<file path="src/rtl/pipe_stage_reg_pkg.sv">
// Shared definitions for the pipe_stage_reg slice.
// Holds the default field widths for the MEM->WB boundary, the bit positions
// of the control bits, the stage state encoding and a helper that turns a
// state into the number of held entries.
package pipe_stage_reg_pkg;

  localparam int CTRL_W_DEF = 2;
  localparam int DATA_W_DEF = 32;
  localparam int RD_W_DEF   = 5;

  localparam int CTRL_REGWRITE = 0;
  localparam int CTRL_MEMTOREG = 1;

  // EMPTY = (main,skid) = (0,0), FULL = (1,0), SKID = (1,1)
  typedef enum logic [1:0] {
    ST_EMPTY = 2'd0,
    ST_FULL  = 2'd1,
    ST_SKID  = 2'd2
  } stage_state_e;

  function automatic logic [1:0] occupancy(input stage_state_e s);
    case (s)
      ST_FULL: occupancy = 2'd1;
      ST_SKID: occupancy = 2'd2;
      default: occupancy = 2'd0;
    endcase
  endfunction

endpackage

</file>
<file path="src/rtl/pipe_stage_reg_if.sv">
// Handshake and datapath bundle of one pipeline stage register.
// Upstream side : in_valid_i, in_ready_o, in_ctrl_i, in_alu_i, in_mem_i, in_rd_i
// Downstream    : out_valid_o, out_ready_i, out_ctrl_o, out_alu_o, out_mem_o,
//                 out_rd_o
// Control       : flush_i (synchronous kill), occ_o (entries held)
// The slave modport is taken by the stage itself, master by whoever drives it.
interface pipe_stage_reg_if #(
  parameter int CTRL_W = pipe_stage_reg_pkg::CTRL_W_DEF,
  parameter int DATA_W = pipe_stage_reg_pkg::DATA_W_DEF,
  parameter int RD_W   = pipe_stage_reg_pkg::RD_W_DEF
);
  import pipe_stage_reg_pkg::*;

  logic              flush_i;
  logic              in_valid_i;
  logic              in_ready_o;
  logic [CTRL_W-1:0] in_ctrl_i;
  logic [DATA_W-1:0] in_alu_i;
  logic [DATA_W-1:0] in_mem_i;
  logic [RD_W-1:0]   in_rd_i;
  logic              out_valid_o;
  logic              out_ready_i;
  logic [CTRL_W-1:0] out_ctrl_o;
  logic [DATA_W-1:0] out_alu_o;
  logic [DATA_W-1:0] out_mem_o;
  logic [RD_W-1:0]   out_rd_o;
  logic [1:0]        occ_o;

  modport slave (
    input  flush_i, in_valid_i, in_ctrl_i, in_alu_i, in_mem_i, in_rd_i,
           out_ready_i,
    output in_ready_o, out_valid_o, out_ctrl_o, out_alu_o, out_mem_o,
           out_rd_o, occ_o
  );

  modport master (
    output flush_i, in_valid_i, in_ctrl_i, in_alu_i, in_mem_i, in_rd_i,
           out_ready_i,
    input  in_ready_o, out_valid_o, out_ctrl_o, out_alu_o, out_mem_o,
           out_rd_o, occ_o
  );

endinterface

</file>
<file path="src/rtl/pipe_stage_reg_slot.sv">
// One storage entry of the stage: valid flag plus ctrl/alu/mem/rd fields.
// Ports: clk, rst (async, active-high), load (capture d_* and set valid),
//        clear (drop valid and zero ctrl; data fields keep stale values),
//        d_* incoming fields, valid/ctrl/alu/mem/rd stored entry.
module pipe_stage_reg_slot #(
  parameter int CTRL_W = 2,
  parameter int DATA_W = 32,
  parameter int RD_W   = 5
) (
  input  logic              clk,
  input  logic              rst,
  input  logic              load,
  input  logic              clear,
  input  logic [CTRL_W-1:0] d_ctrl,
  input  logic [DATA_W-1:0] d_alu,
  input  logic [DATA_W-1:0] d_mem,
  input  logic [RD_W-1:0]   d_rd,
  output logic              valid,
  output logic [CTRL_W-1:0] ctrl,
  output logic [DATA_W-1:0] alu,
  output logic [DATA_W-1:0] mem,
  output logic [RD_W-1:0]   rd
);
  import pipe_stage_reg_pkg::*;

  // Clear beats load so a flush can never leave a live entry behind.
  always_ff @(posedge clk or posedge rst) begin
    if (rst) begin
      valid <= 1'b0;
      ctrl  <= '0;
      alu   <= '0;
      mem   <= '0;
      rd    <= '0;
    end else if (clear) begin
      valid <= 1'b0;
      ctrl  <= '0;
    end else if (load) begin
      valid <= 1'b1;
      ctrl  <= d_ctrl;
      alu   <= d_alu;
      mem   <= d_mem;
      rd    <= d_rd;
    end
  end

endmodule

</file>
<file path="src/rtl/pipe_stage_reg.sv">
// MEM/WB-class pipeline stage register with valid/ready handshake, optional
// 2-entry skid buffer, synchronous flush and bubble-safe control outputs.
// Ports: clk, rst (async, active-high), bus (slave side of pipe_stage_reg_if).
// SKID=1 gives a registered in_ready_o (a pure function of the state register);
// SKID=0 keeps a single entry and lets out_ready_i pass straight to in_ready_o.
module pipe_stage_reg
  import pipe_stage_reg_pkg::*;
#(
  parameter int CTRL_W = CTRL_W_DEF,
  parameter int DATA_W = DATA_W_DEF,
  parameter int RD_W   = RD_W_DEF,
  parameter int SKID   = 1
) (
  input logic             clk,
  input logic             rst,
  pipe_stage_reg_if.slave bus
);

  stage_state_e state, next_state;

  logic in_fire, out_fire;
  logic main_load, main_clear, main_from_skid;
  logic skid_load, skid_clear;

  logic              main_valid;
  logic [CTRL_W-1:0] main_ctrl;
  logic [DATA_W-1:0] main_alu, main_mem;
  logic [RD_W-1:0]   main_rd;

  logic              skid_valid;
  logic [CTRL_W-1:0] skid_ctrl;
  logic [DATA_W-1:0] skid_alu, skid_mem;
  logic [RD_W-1:0]   skid_rd;

  assign in_fire  = bus.in_valid_i & bus.in_ready_o;
  assign out_fire = bus.out_valid_o & bus.out_ready_i;

  // State register; async reset drops any in-flight entries at once.
  always_ff @(posedge clk or posedge rst) begin
    if (rst) state <= ST_EMPTY;
    else     state <= next_state;
  end

  // Next state and slot controls. Flush overrides both handshakes, so a
  // fire in the flush cycle never reaches the slots.
  always_comb begin
    next_state     = state;
    main_load      = 1'b0;
    main_clear     = 1'b0;
    main_from_skid = 1'b0;
    skid_load      = 1'b0;
    skid_clear     = 1'b0;
    if (bus.flush_i) begin
      next_state = ST_EMPTY;
      main_clear = 1'b1;
      skid_clear = 1'b1;
    end else begin
      case (state)
        ST_EMPTY: begin
          if (in_fire) begin
            main_load  = 1'b1;
            next_state = ST_FULL;
          end
        end
        ST_FULL: begin
          if (in_fire && out_fire) begin
            main_load = 1'b1;
          end else if (in_fire && SKID != 0) begin
            skid_load  = 1'b1;
            next_state = ST_SKID;
          end else if (in_fire) begin
            main_load = 1'b1;
          end else if (out_fire) begin
            main_clear = 1'b1;
            next_state = ST_EMPTY;
          end
        end
        ST_SKID: begin
          if (out_fire) begin
            main_load      = 1'b1;
            main_from_skid = 1'b1;
            skid_clear     = 1'b1;
            next_state     = ST_FULL;
          end
        end
        default: next_state = ST_EMPTY;
      endcase
    end
  end

  pipe_stage_reg_slot #(.CTRL_W(CTRL_W), .DATA_W(DATA_W), .RD_W(RD_W)) u_main (
    .clk    (clk),
    .rst    (rst),
    .load   (main_load),
    .clear  (main_clear),
    .d_ctrl (main_from_skid ? skid_ctrl : bus.in_ctrl_i),
    .d_alu  (main_from_skid ? skid_alu  : bus.in_alu_i),
    .d_mem  (main_from_skid ? skid_mem  : bus.in_mem_i),
    .d_rd   (main_from_skid ? skid_rd   : bus.in_rd_i),
    .valid  (main_valid),
    .ctrl   (main_ctrl),
    .alu    (main_alu),
    .mem    (main_mem),
    .rd     (main_rd)
  );

  generate
    if (SKID != 0) begin : g_skid
      pipe_stage_reg_slot #(.CTRL_W(CTRL_W), .DATA_W(DATA_W), .RD_W(RD_W)) u_skid (
        .clk    (clk),
        .rst    (rst),
        .load   (skid_load),
        .clear  (skid_clear),
        .d_ctrl (bus.in_ctrl_i),
        .d_alu  (bus.in_alu_i),
        .d_mem  (bus.in_mem_i),
        .d_rd   (bus.in_rd_i),
        .valid  (skid_valid),
        .ctrl   (skid_ctrl),
        .alu    (skid_alu),
        .mem    (skid_mem),
        .rd     (skid_rd)
      );
    end else begin : g_no_skid
      assign skid_valid = 1'b0;
      assign skid_ctrl  = '0;
      assign skid_alu   = '0;
      assign skid_mem   = '0;
      assign skid_rd    = '0;
    end
  endgenerate

  // With a skid buffer the stall signal depends only on the state register;
  // without one, a full stage can still accept when the head leaves.
  assign bus.in_ready_o = (SKID != 0) ? (state != ST_SKID)
                                      : ((state == ST_EMPTY) | bus.out_ready_i);

  assign bus.out_valid_o = (state != ST_EMPTY);
  assign bus.out_ctrl_o  = bus.out_valid_o ? main_ctrl : '0;
  assign bus.out_alu_o   = main_alu;
  assign bus.out_mem_o   = main_mem;
  assign bus.out_rd_o    = main_rd;
  assign bus.occ_o       = occupancy(state);

  // Slot valid flags must track the state encoding; skid without main is
  // never legal.
  always @(posedge clk) begin
    if (!rst) begin
      assert (!(skid_valid && !main_valid));
      assert (main_valid == (state != ST_EMPTY));
      assert (skid_valid == (state == ST_SKID));
    end
  end

endmodule

</file>
<file path="src/flat_wrapper.sv">
// flat-port wrapper written by rule: the top's interface ports become plain ports
module pipe_stage_reg_flat import pipe_stage_reg_pkg::*;
#(
  parameter int CTRL_W = CTRL_W_DEF,
  parameter int DATA_W = DATA_W_DEF,
  parameter int RD_W   = RD_W_DEF,
  parameter int SKID   = 1
)
  (clk, rst, bus_flush_i, bus_in_valid_i, bus_in_ctrl_i, bus_in_alu_i, bus_in_mem_i, bus_in_rd_i, bus_out_ready_i, bus_in_ready_o, bus_out_valid_o, bus_out_ctrl_o, bus_out_alu_o, bus_out_mem_o, bus_out_rd_o, bus_occ_o);
  pipe_stage_reg_if #(.CTRL_W(CTRL_W), .DATA_W(DATA_W), .RD_W(RD_W)) bus_i ();
  input logic clk;
  input logic rst;
  input wire logic [$bits(bus_i.flush_i)-1:0] bus_flush_i;
  input wire logic [$bits(bus_i.in_valid_i)-1:0] bus_in_valid_i;
  input wire logic [$bits(bus_i.in_ctrl_i)-1:0] bus_in_ctrl_i;
  input wire logic [$bits(bus_i.in_alu_i)-1:0] bus_in_alu_i;
  input wire logic [$bits(bus_i.in_mem_i)-1:0] bus_in_mem_i;
  input wire logic [$bits(bus_i.in_rd_i)-1:0] bus_in_rd_i;
  input wire logic [$bits(bus_i.out_ready_i)-1:0] bus_out_ready_i;
  output wire logic [$bits(bus_i.in_ready_o)-1:0] bus_in_ready_o;
  output wire logic [$bits(bus_i.out_valid_o)-1:0] bus_out_valid_o;
  output wire logic [$bits(bus_i.out_ctrl_o)-1:0] bus_out_ctrl_o;
  output wire logic [$bits(bus_i.out_alu_o)-1:0] bus_out_alu_o;
  output wire logic [$bits(bus_i.out_mem_o)-1:0] bus_out_mem_o;
  output wire logic [$bits(bus_i.out_rd_o)-1:0] bus_out_rd_o;
  output wire logic [$bits(bus_i.occ_o)-1:0] bus_occ_o;
  assign bus_i.flush_i = bus_flush_i;
  assign bus_i.in_valid_i = bus_in_valid_i;
  assign bus_i.in_ctrl_i = bus_in_ctrl_i;
  assign bus_i.in_alu_i = bus_in_alu_i;
  assign bus_i.in_mem_i = bus_in_mem_i;
  assign bus_i.in_rd_i = bus_in_rd_i;
  assign bus_i.out_ready_i = bus_out_ready_i;
  assign bus_in_ready_o = bus_i.in_ready_o;
  assign bus_out_valid_o = bus_i.out_valid_o;
  assign bus_out_ctrl_o = bus_i.out_ctrl_o;
  assign bus_out_alu_o = bus_i.out_alu_o;
  assign bus_out_mem_o = bus_i.out_mem_o;
  assign bus_out_rd_o = bus_i.out_rd_o;
  assign bus_occ_o = bus_i.occ_o;
  pipe_stage_reg #(.CTRL_W(CTRL_W), .DATA_W(DATA_W), .RD_W(RD_W), .SKID(SKID)) u_core (.clk(clk), .rst(rst), .bus(bus_i));
endmodule
</file>
<file path="config.mk">
export PLATFORM = sky130hd
export DESIGN_NAME = pipe_stage_reg_flat
export DESIGN_NICKNAME = d
export VERILOG_FILES = /design/src/rtl/pipe_stage_reg_pkg.sv /design/src/rtl/pipe_stage_reg_if.sv /design/src/rtl/pipe_stage_reg_slot.sv /design/src/rtl/pipe_stage_reg.sv /design/src/flat_wrapper.sv
export SDC_FILE = /design/constraint.sdc
export NUM_CORES = 1
export LEC_CHECK = 0
export CAP_MARGIN = 25
export CORE_MARGIN = 1.5
export CORE_UTILIZATION = 46
export DETAILED_ROUTE_END_ITERATION = 10
export PLACE_DENSITY = 0.72
export SLEW_MARGIN = 0
export SYNTH_ARGS = -nofsm -noshare
export SYNTH_HDL_FRONTEND = slang
export SYNTH_SLANG_ARGS = --single-unit
</file>
<file path="constraint.sdc">
create_clock -name clk -period 16.6 [get_ports clk]
set_clock_uncertainty 0.1 [all_clocks]
set_input_delay 4.98 -clock clk [delete_from_list [all_inputs] [get_ports clk]]
set_output_delay 4.98 -clock clk [all_outputs]
set_load 0.02 [all_outputs]
</file>
==> reports/metrics.cfg, run 1 <==
[run_status]
outcome = completed

[detailed_routing]
wirelength_um = 13000
wl_per_cell_um = 17.4
drt_iter0_drc = 125
postRouteAntennaNets = 0
viasPerCell = 5.11
remaining_drc_errors = 0
drt_first_pass_iters = 5
vias = 3833

[placement]
io_buffers = 150
pre_cts_slack_ns = 8.73
hpwlAfterDp_um = 8390
place.gp.congestion = 0.700

[clock_tree]
ctsResizeCount = 0
ctsHoldBuffers = 0
tritoncts = done
clock-sinks = 144
htree_levels = 4
cts_setup_buffers = 0
clk_pin_slew_ns = 0.06
clk_latency_ns = 0.42
clock_path_buffers = 2
root_buffer = clkbuf_16
cts_buffers = 17

[layout]
diodes = 0
synthToLayoutAreaGrowth_pct = 32.5
seqCellArea_um2 = 3600
drive_above_1_share = 0.430
fill_cells = 1039
fin_nets = 633
multiInputGateArea_um2 = 2650

[die]
fp.dieW_um = 122
coreArea_um2 = 13800
ios = 151
dieArea_um2 = 14800
rows = 43
die_h_um = 122
initial_core_util = 0.470

[sta]
fin_crit_sh = 0.448
setup_slack_ns = 9.17
drv_slew = 0
worstMarginPinSlew_ns = 0.726
setup_viol = 0
max_freq_mhz = 135
hold_violations = 0
tns_ns = 0
rsz0062_at_grt = false
period_minus_slack_ns = 7.43
relSlewSlack = 0.516

[worst_hold_path]
hold_path.class = reg2reg

[synthesis]
synth_top_family_by_area = multiplexers
synth-edff-count = 0
synth.area.top_cells = dfrtp_1, mux2_2, mux2_4
synth.most_common_cell = mux2_2
synth_compound_area_frac = 0.0154
ys_seq_area_frac = 0.554
synth_ff_type = dfrtp_1
avgSynthCellArea_um2 = 16.0
synth_top_cell_area_share = 0.554
ys_types = 27
syn-num-nets = 483
syn_area_um2 = 6500
synthXorXnorAreaFrac = 0
async_reset_ff_frac = 1.00
ys_top_cells_by_count = mux2_2, dfrtp_1, mux2_4, buf_6, buf_4
synthAdderAreaFrac = 0
synth_mux_area_frac = 0.375
synth_top_cell_by_area = dfrtp_1
synthCells = 407
synthSimpleGateAreaFrac = 0.0160
ys_warn_count = 0
ys_ff_latch = 144

[critical_path]
critPathRequiredTime_ns = 16.80
critPathMaxStageDelay_ns = 0.82
cp-start-kind = primary input
crit_arrival_ns = 7.63
path_class = in2reg
crit_path_end_kind = register
critPathSlowestCell = and4bb_4
worstPathCellList = clkdlybuf4s50_1, and4bb_4, buf_4, mux2_2, mux2_4
critPathMaxFanout = 36

[global_routing]
grt_max_degree = 85
grt_pass1_vias = 4082
gr-usage-all-layers = 0.185
grt.overflow.total = 0
antenna_found_initial = 0
grt_pass1_wl_um = 21100

[run]
maxCapViolCount = 0

[pwr]
vdd_drop_max_uv = 68.3
power_density_nw_per_um2 = 126
power.static_leakage_uw = 0.00360

critical path: cells and delay by family:
family                 cells  cell delay (ns)
multiplexers               2             0.67
AND/OR/NAND/NOR            1             0.82
buffers and inverters      2             1.11
per-layer routing:
layer / GRT usage / up-vias / wire length [µm]
met2: 0.275 / 116 / 5830
li1: - / 1766 / -
met3: 0.0623 / 15 / 921
met5: 0 / - / 0
met1: 0.253 / 1936 / 6110
met4: 0.0662 / 0 / 156
registers in the layout (all words and copies together), names as in the netlist:
register / count
u_core.u_main.alu: 32
u_core.state: 2
u_core.u_main.ctrl: 2
u_core.g_skid.u_skid.rd: 5
u_core.g_skid.u_skid.ctrl: 2
u_core.u_main.rd: 5
u_core.g_skid.u_skid.alu: 32
u_core.g_skid.u_skid.mem: 32
u_core.u_main.mem: 32
cells by family (layout without fill, tap and decap cells):
group,count (synthesis),count (layout)
mux,210,210
compound gates,10,10
simple gates,14,14
flops,144,144
buf+inv,29,192
per-stage QoR:
step	utilization	hold slack [ns]	cell area (µm²)	power, µW	instances
final	0.623	0.384	8610	1090	750
after global routing	0.623	0.402	8610	1140	750
after CTS	0.621	0.386	8580	1100	749
after detailed placement	0.582	0.373	8040	747	717
after global placement	0.582	0.363	8040	736	717
after floorplan	-	0.352	6500	629	407
power by group:
group | switching [µW] | internal, µW | total, µW
Combinational | 106 | 156 | 262
Clock | 136 | 209 | 346
Sequential | 42.7 | 435 | 478
Total | 285 | 800 | 1090
cell type report:
| cell class | count | share of cell area |
|---|---|---|
| timing repair buffer | 157 | 0.183 |
| multi-input combinational | 234 | 0.308 |
| clock buffer | 26 | 0.0591 |
| clock inverter | 6 | 0.00349 |
| tap | 180 | 0.0262 |
| sequential | 144 | 0.418 |
| inverter | 3 | 0.00189 |
worst paths after layout:
| path | startpoint | end | slack (ns) | depth (start not counted) |
|---|---|---|---|---|
| worst max-delay path | bus_flush_i | u_core.u_main.mem[14]$_DFFE_PP0P_ | 9.17 | 5 |
| worst min-delay path | u_core.g_skid.u_skid.alu[18]$_DFFE_PP0P_ | u_core.g_skid.u_skid.alu[18]$_DFFE_PP0P_ | 0.38 | 1 |
| worst max register to register | u_core.state[0]$_DFFE_PP0P_ | u_core.u_main.mem[14]$_DFFE_PP0P_ | 13.87 | 4 |
| worst min register to register | u_core.g_skid.u_skid.alu[18]$_DFFE_PP0P_ | u_core.g_skid.u_skid.alu[18]$_DFFE_PP0P_ | 0.38 | 1 |
| max in group asynchronous | rst | u_core.g_skid.u_skid.mem[20]$_DFFE_PP0P_ | 10.33 | 4 |
| min in group asynchronous | rst | u_core.u_main.alu[14]$_DFFE_PP0P_ | 4.91 | 2 |
cell usage in the layout (no fill, tap or decap), types with 2 or more instances in the layout:
cell and count:
or2_2 2, clkbuf_16 17, mux2_2 183, clkbuf_8 5, buf_4 6, mux2_4 20, mux2_1 6, and2_1 2
clkinv_2 6, clkdlybuf4s50_1 150, a211oi_1 2, a22o_1 4, nand3b_1 2, inv_1 2, dfrtp_1 144, clkbuf_1 4
Note: power is estimated with default switching activity, not from simulation.
==> run 2: changes to the inputs <==
clock period = 7.3 ns   (was 16.6 ns; I/O delays follow)
==> run 2 against run 1 <==
  * Critical path depth did not move
  * Clock-buffer cell count fell by 7
  * Via count rose by 0.55%
  * Die area did not move
  * First-iteration DRC count rose by 16%
  * Cell area rose by 0.32%
  * Sequential power rose by 130%
  * Setup slack got worse by 6.5 ns
  * Final cell count fell by 0.27%
  * Sequential cell count did not move
==> reports/metrics.cfg, run 2 (synthesized netlist as in run 1, its figures left out) <==
[detailed_routing]
wirelength_um = 13000
postRouteAntennaNets = 0
vias = 3854
wl_per_cell_um = 17.4
remaining_drc_errors = 0
viasPerCell = 5.15
drt_iter0_drc = 145
drt_first_pass_iters = 4

[clock_tree]
ctsHoldBuffers = 0
clk_latency_ns = 0.41
clock-sinks = 144
tritoncts = done
cts_setup_buffers = 0
cts_buffers = 17
ctsResizeCount = 0
clk_pin_slew_ns = 0.06
clock_path_buffers = 2
root_buffer = clkbuf_16
htree_levels = 4

[sta]
fin_crit_sh = 0.637
period_minus_slack_ns = 4.65
tns_ns = 0
setup_slack_ns = 2.65
drv_slew = 0
setup_viol = 0
max_freq_mhz = 215
hold_violations = 0
relSlewSlack = 0.462
worstMarginPinSlew_ns = 0.807
rsz0062_at_grt = false

[critical_path]
path_class = in2reg
critPathMaxStageDelay_ns = 0.90
critPathSlowestCell = and4bb_4
critPathRequiredTime_ns = 7.50
crit_top_cell = mux2_2
crit_path_end_kind = register
cp-start-kind = primary input
critPathMaxFanout = 44
crit_arrival_ns = 4.85
worstPathCellList = clkdlybuf4s50_1, and4bb_4, buf_4, mux2_2, mux2_2

[layout]
drive_above_1_share = 0.435
diodes = 0
final_cell_mix = mux2_2, clkdlybuf4s50_1, dfrtp_1, mux2_4, clkbuf_16
fin_nets = 632
final_common_cell = mux2_2
synthToLayoutAreaGrowth_pct = 32.9

[die]
coreArea_um2 = 13800
initial_core_util = 0.470
fp.dieW_um = 122
ios = 151
dieArea_um2 = 14800
rows = 43
die_h_um = 122

[placement]
place.gp.congestion = 0.708
hpwlAfterDp_um = 8640
io_buffers = 150
pre_cts_slack_ns = 2.19

[global_routing]
grt.overflow.total = 0
grt_pass1_vias = 4215
gr-usage-all-layers = 0.186
antenna_found_initial = 0
grt_max_degree = 92
grt_pass1_wl_um = 21200

[pwr]
power_density_nw_per_um2 = 295
power.static_leakage_uw = 0.00361
vdd_drop_max_uv = 149

[run]
maxCapViolCount = 0

[run_status]
outcome = completed

[worst_hold_path]
hold_path.class = reg2reg

## run 2: power by group
part | switching (µW) | internal [µW] | total, µW
clock | 316 | 549 | 865
sequential | 100 | 990 | 1090
combinational | 242 | 353 | 595
total | 658 | 1890 | 2550
## run 2: final timing paths
| kind | from | endpoint | slack [ns] | cells past startpoint |
|---|---|---|---|---|
| worst min register to register | u_core.g_skid.u_skid.alu[16]$_DFFE_PP0P_ | u_core.g_skid.u_skid.alu[16]$_DFFE_PP0P_ | 0.38 | 1 |
| min in group asynchronous | rst | u_core.u_main.alu[7]$_DFFE_PP0P_ | 2.21 | 2 |
| worst min-delay path | u_core.g_skid.u_skid.alu[16]$_DFFE_PP0P_ | u_core.g_skid.u_skid.alu[16]$_DFFE_PP0P_ | 0.38 | 1 |
| max in group asynchronous | rst | u_core.u_main.mem[6]$_DFFE_PP0P_ | 3.69 | 3 |
| worst max-delay path | bus_flush_i | u_core.u_main.alu[0]$_DFFE_PP0P_ | 2.65 | 5 |
| worst max register to register | u_core.state[0]$_DFFE_PP0P_ | u_core.u_main.alu[0]$_DFFE_PP0P_ | 4.57 | 4 |
## run 2: area by class of cell
class / count / area (µm²)
fill: 1047 / 5190
tap: 180 / 225
sequential: 144 / 3600
clock buffer: 19 / 453
multi-input combinational: 234 / 2650
inverter: 3 / 16.3
timing repair buffer: 156 / 1550
clock inverter: 12 / 141
## run 2: layer usage
| layer | global-route usage | wire length [µm] | up-vias |
|---|---|---|---|
| met1 | 0.251 | 6070 | 1950 |
| met3 | 0.0543 | 787 | 17 |
| met5 | 0 | 0 | - |
| met4 | 0.0706 | 219 | 0 |
| met2 | 0.283 | 5970 | 119 |
| li1 | - | - | 1768 |
## run 2: worst max-delay path, delay by kind of cell
family	cells	cell delay, ns
buffers and inverters	2	1.06
muxes	2	0.65
and+or+nand+nor	1	0.90
## run 2: stage by stage
stage | hold WS, ns | std cells | area [µm²] | util | power, µW
after CTS | 0.386 | 748 | 8640 | 0.625 | 2580
after floorplan | 0.352 | 407 | 6500 | - | 1430
final | 0.381 | 748 | 8640 | 0.625 | 2550
after global routing | 0.403 | 748 | 8640 | 0.625 | 2670
after global placement | 0.362 | 717 | 8040 | 0.582 | 1680
after detailed placement | 0.373 | 717 | 8040 | 0.582 | 1700
==> run 3: changes to the inputs <==
clock period = 4.3 ns   (was 7.3 ns; I/O delays follow)
==> run 3 against run 2 <==
  * Cell area grew 0.38%
  * Clock power grew 60%
  * Combinational power grew 70%
  * Clock-buffer cell count grew 8
==> reports/metrics.cfg, run 3 (synthesized netlist as in run 1, its figures left out) <==
[run_status]
outcome = completed

[detailed_routing]
wl_per_cell_um = 17.4
remaining_drc_errors = 0
drt_iter0_drc = 148
drt_first_pass_iters = 4
postRouteAntennaNets = 0
viasPerCell = 5.11
wirelength_um = 13100
vias = 3844

[critical_path]
critical_path.top_delay_family = simple AND/OR/NAND/NOR gates
critPathSlowestCell = clkdlybuf4s50_1
crit_arrival_ns = 2.02
reg2reg_from = u_core.state[0]$_DFFE_PP0P_
regToRegEndpoint = u_core.u_main.alu[24]$_DFFE_PP0P_
critPathMaxStageDelay_ns = 0.55
path_class = reg2out
crit_path_end_kind = output pin
worstPathCellList = or2_2, and2_1, clkdlybuf4s50_1
critPathRequiredTime_ns = 2.91
path_buf_inv = 1
cp-start-kind = register
r2r_slack_ns = 2.00
critPathMaxFanout = 11
r2r_cells = 4

[clock_tree]
clk_pin_slew_ns = 0.06
root_buffer = clkbuf_16
clock_path_buffers = 2
tritoncts = done
cts_buffers = 17
clk_latency_ns = 0.41
clock-sinks = 144
ctsResizeCount = 0
htree_levels = 4
cts_setup_buffers = 0
ctsHoldBuffers = 0

[pwr]
pwr-share-comb = 0.239
power_frac_clock = 0.326
p_int_uw = 3140
vdd_drop_max_uv = 363
power_density_nw_per_um2 = 489
power.static_leakage_uw = 0.00361
pwr-share-seq = 0.436
total_power_uw = 4240
p_sw_uw = 1100
switching_share = 0.260

[sta]
hold_violations = 0
fin_crit_sh = 0.792
setup_slack_ns = 0.893
worstMarginPinSlew_ns = 0.569
setup_viol = 0
tns_ns = 0
max_freq_mhz = 294
drv_slew = 0
whs_ns = 0.379
rsz0062_at_grt = false
period_minus_slack_ns = 3.41
relSlewSlack = 0.621

[worst_hold_path]
holdPathEnd = u_core.g_skid.u_skid.alu[16]$_DFFE_PP0P_
hold_path.class = reg2reg
whs_path_depth = 1
holdCritStartpoint = u_core.g_skid.u_skid.alu[16]$_DFFE_PP0P_

[placement]
io_buffers = 150
pre_cts_slack_ns = 0.554
hpwlAfterDp_um = 8660
place.gp.congestion = 0.690

[global_routing]
grt_pass1_vias = 4124
grt_pass1_wl_um = 21400
antenna_found_initial = 0
gr-usage-all-layers = 0.188
grt_max_degree = 71
grt.overflow.total = 0

[layout]
fill_cells = 1003
drive_above_1_share = 0.428
synthToLayoutAreaGrowth_pct = 33.4
diodes = 0
final_common_cell = mux2_2
fin_nets = 635
final_cell_mix = mux2_2, clkdlybuf4s50_1, dfrtp_1, mux2_4, clkbuf_16
fin_util = 0.627

[die]
ios = 151
die_h_um = 122
rows = 43
dieArea_um2 = 14800
fp.dieW_um = 122
initial_core_util = 0.470
coreArea_um2 = 13800

[run]
maxCapViolCount = 0

==> run 3: cell types whose count changed in the layout (fill, tap and decap cells not counted), sizes merged <==
cell	before	now
clkbuf	19	27
clkinv	8	3
buf	6	9
bufinv	3	1
clkinvlp	1	2
inv	3	2
==> run 3: through the flow <==
step                cells  instance area [µm²]
detailed placement    719                 8100
CTS                   751                 8650
global placement      719                 8100
finish                752                 8670
floorplan             407                 6500
global route          752                 8670
==> run 3: area by class of cell <==
class / instances / area [µm²] / area share
Timing Repair Buffer: 159 / 1620 / 0.187
Clock buffer: 27 / 503 / 0.0580
Sequential cell: 144 / 3600 / 0.416
Multi-Input combinational cell: 234 / 2650 / 0.306
Clock inverter: 5 / 52.6 / 0.00606
Tap cell: 180 / 225 / 0.0260
Inverter: 3 / 15.0 / 0.00173
==> run 3: worst reg2reg max path, stage by stage (launching register included) <==
cell and delay [ns]:
dfrtp_1 0.51, and4bb_4 0.58, buf_4 0.34, mux2_2 0.38
mux2_2 0.27
==> run 3: how the worst max path moves through the flow <==
stage | startpoint | to | slack (ns) | cells after the start
6_report | u_core.state[0]$_DFFE_PP0P_ | bus_out_ctrl_o[0] | 0.89 | 3
5_1_grt | u_core.state[0]$_DFFE_PP0P_ | bus_out_ctrl_o[0] | 0.84 | 3
4_1_cts | u_core.state[0]$_DFFE_PP0P_ | bus_out_ctrl_o[0] | 0.89 | 3
3_5_place_dp | bus_flush_i | u_core.u_main.alu[12]$_DFFE_PP0P_ | 0.55 | 5
3_3_place_gp | bus_flush_i | u_core.u_main.rd[4]$_DFFE_PP0P_ | 0.62 | 5
2_1_floorplan | rst | u_core.g_skid.u_skid.alu[0]$_DFFE_PP0P_ | 1.10 | 1
==> run 3: routing by layer <==
metal,vias up,track usage,wire [µm]
li1,1772,-,-
met4,0,0.0551,102
met5,-,0,0
met3,9,0.0646,854
met2,107,0.287,5990
met1,1956,0.255,6110
==> run 3: power groups by stage <==
stage                     combinational, µW  sequential, µW  clock [µW]
after global placement                 1000            1850           0
after floorplan                         435            1990           0
after global routing                   1090            1890        1480
after detailed placement               1020            1870           0
after CTS                              1030            1850        1410
final                                  1010            1850        1380
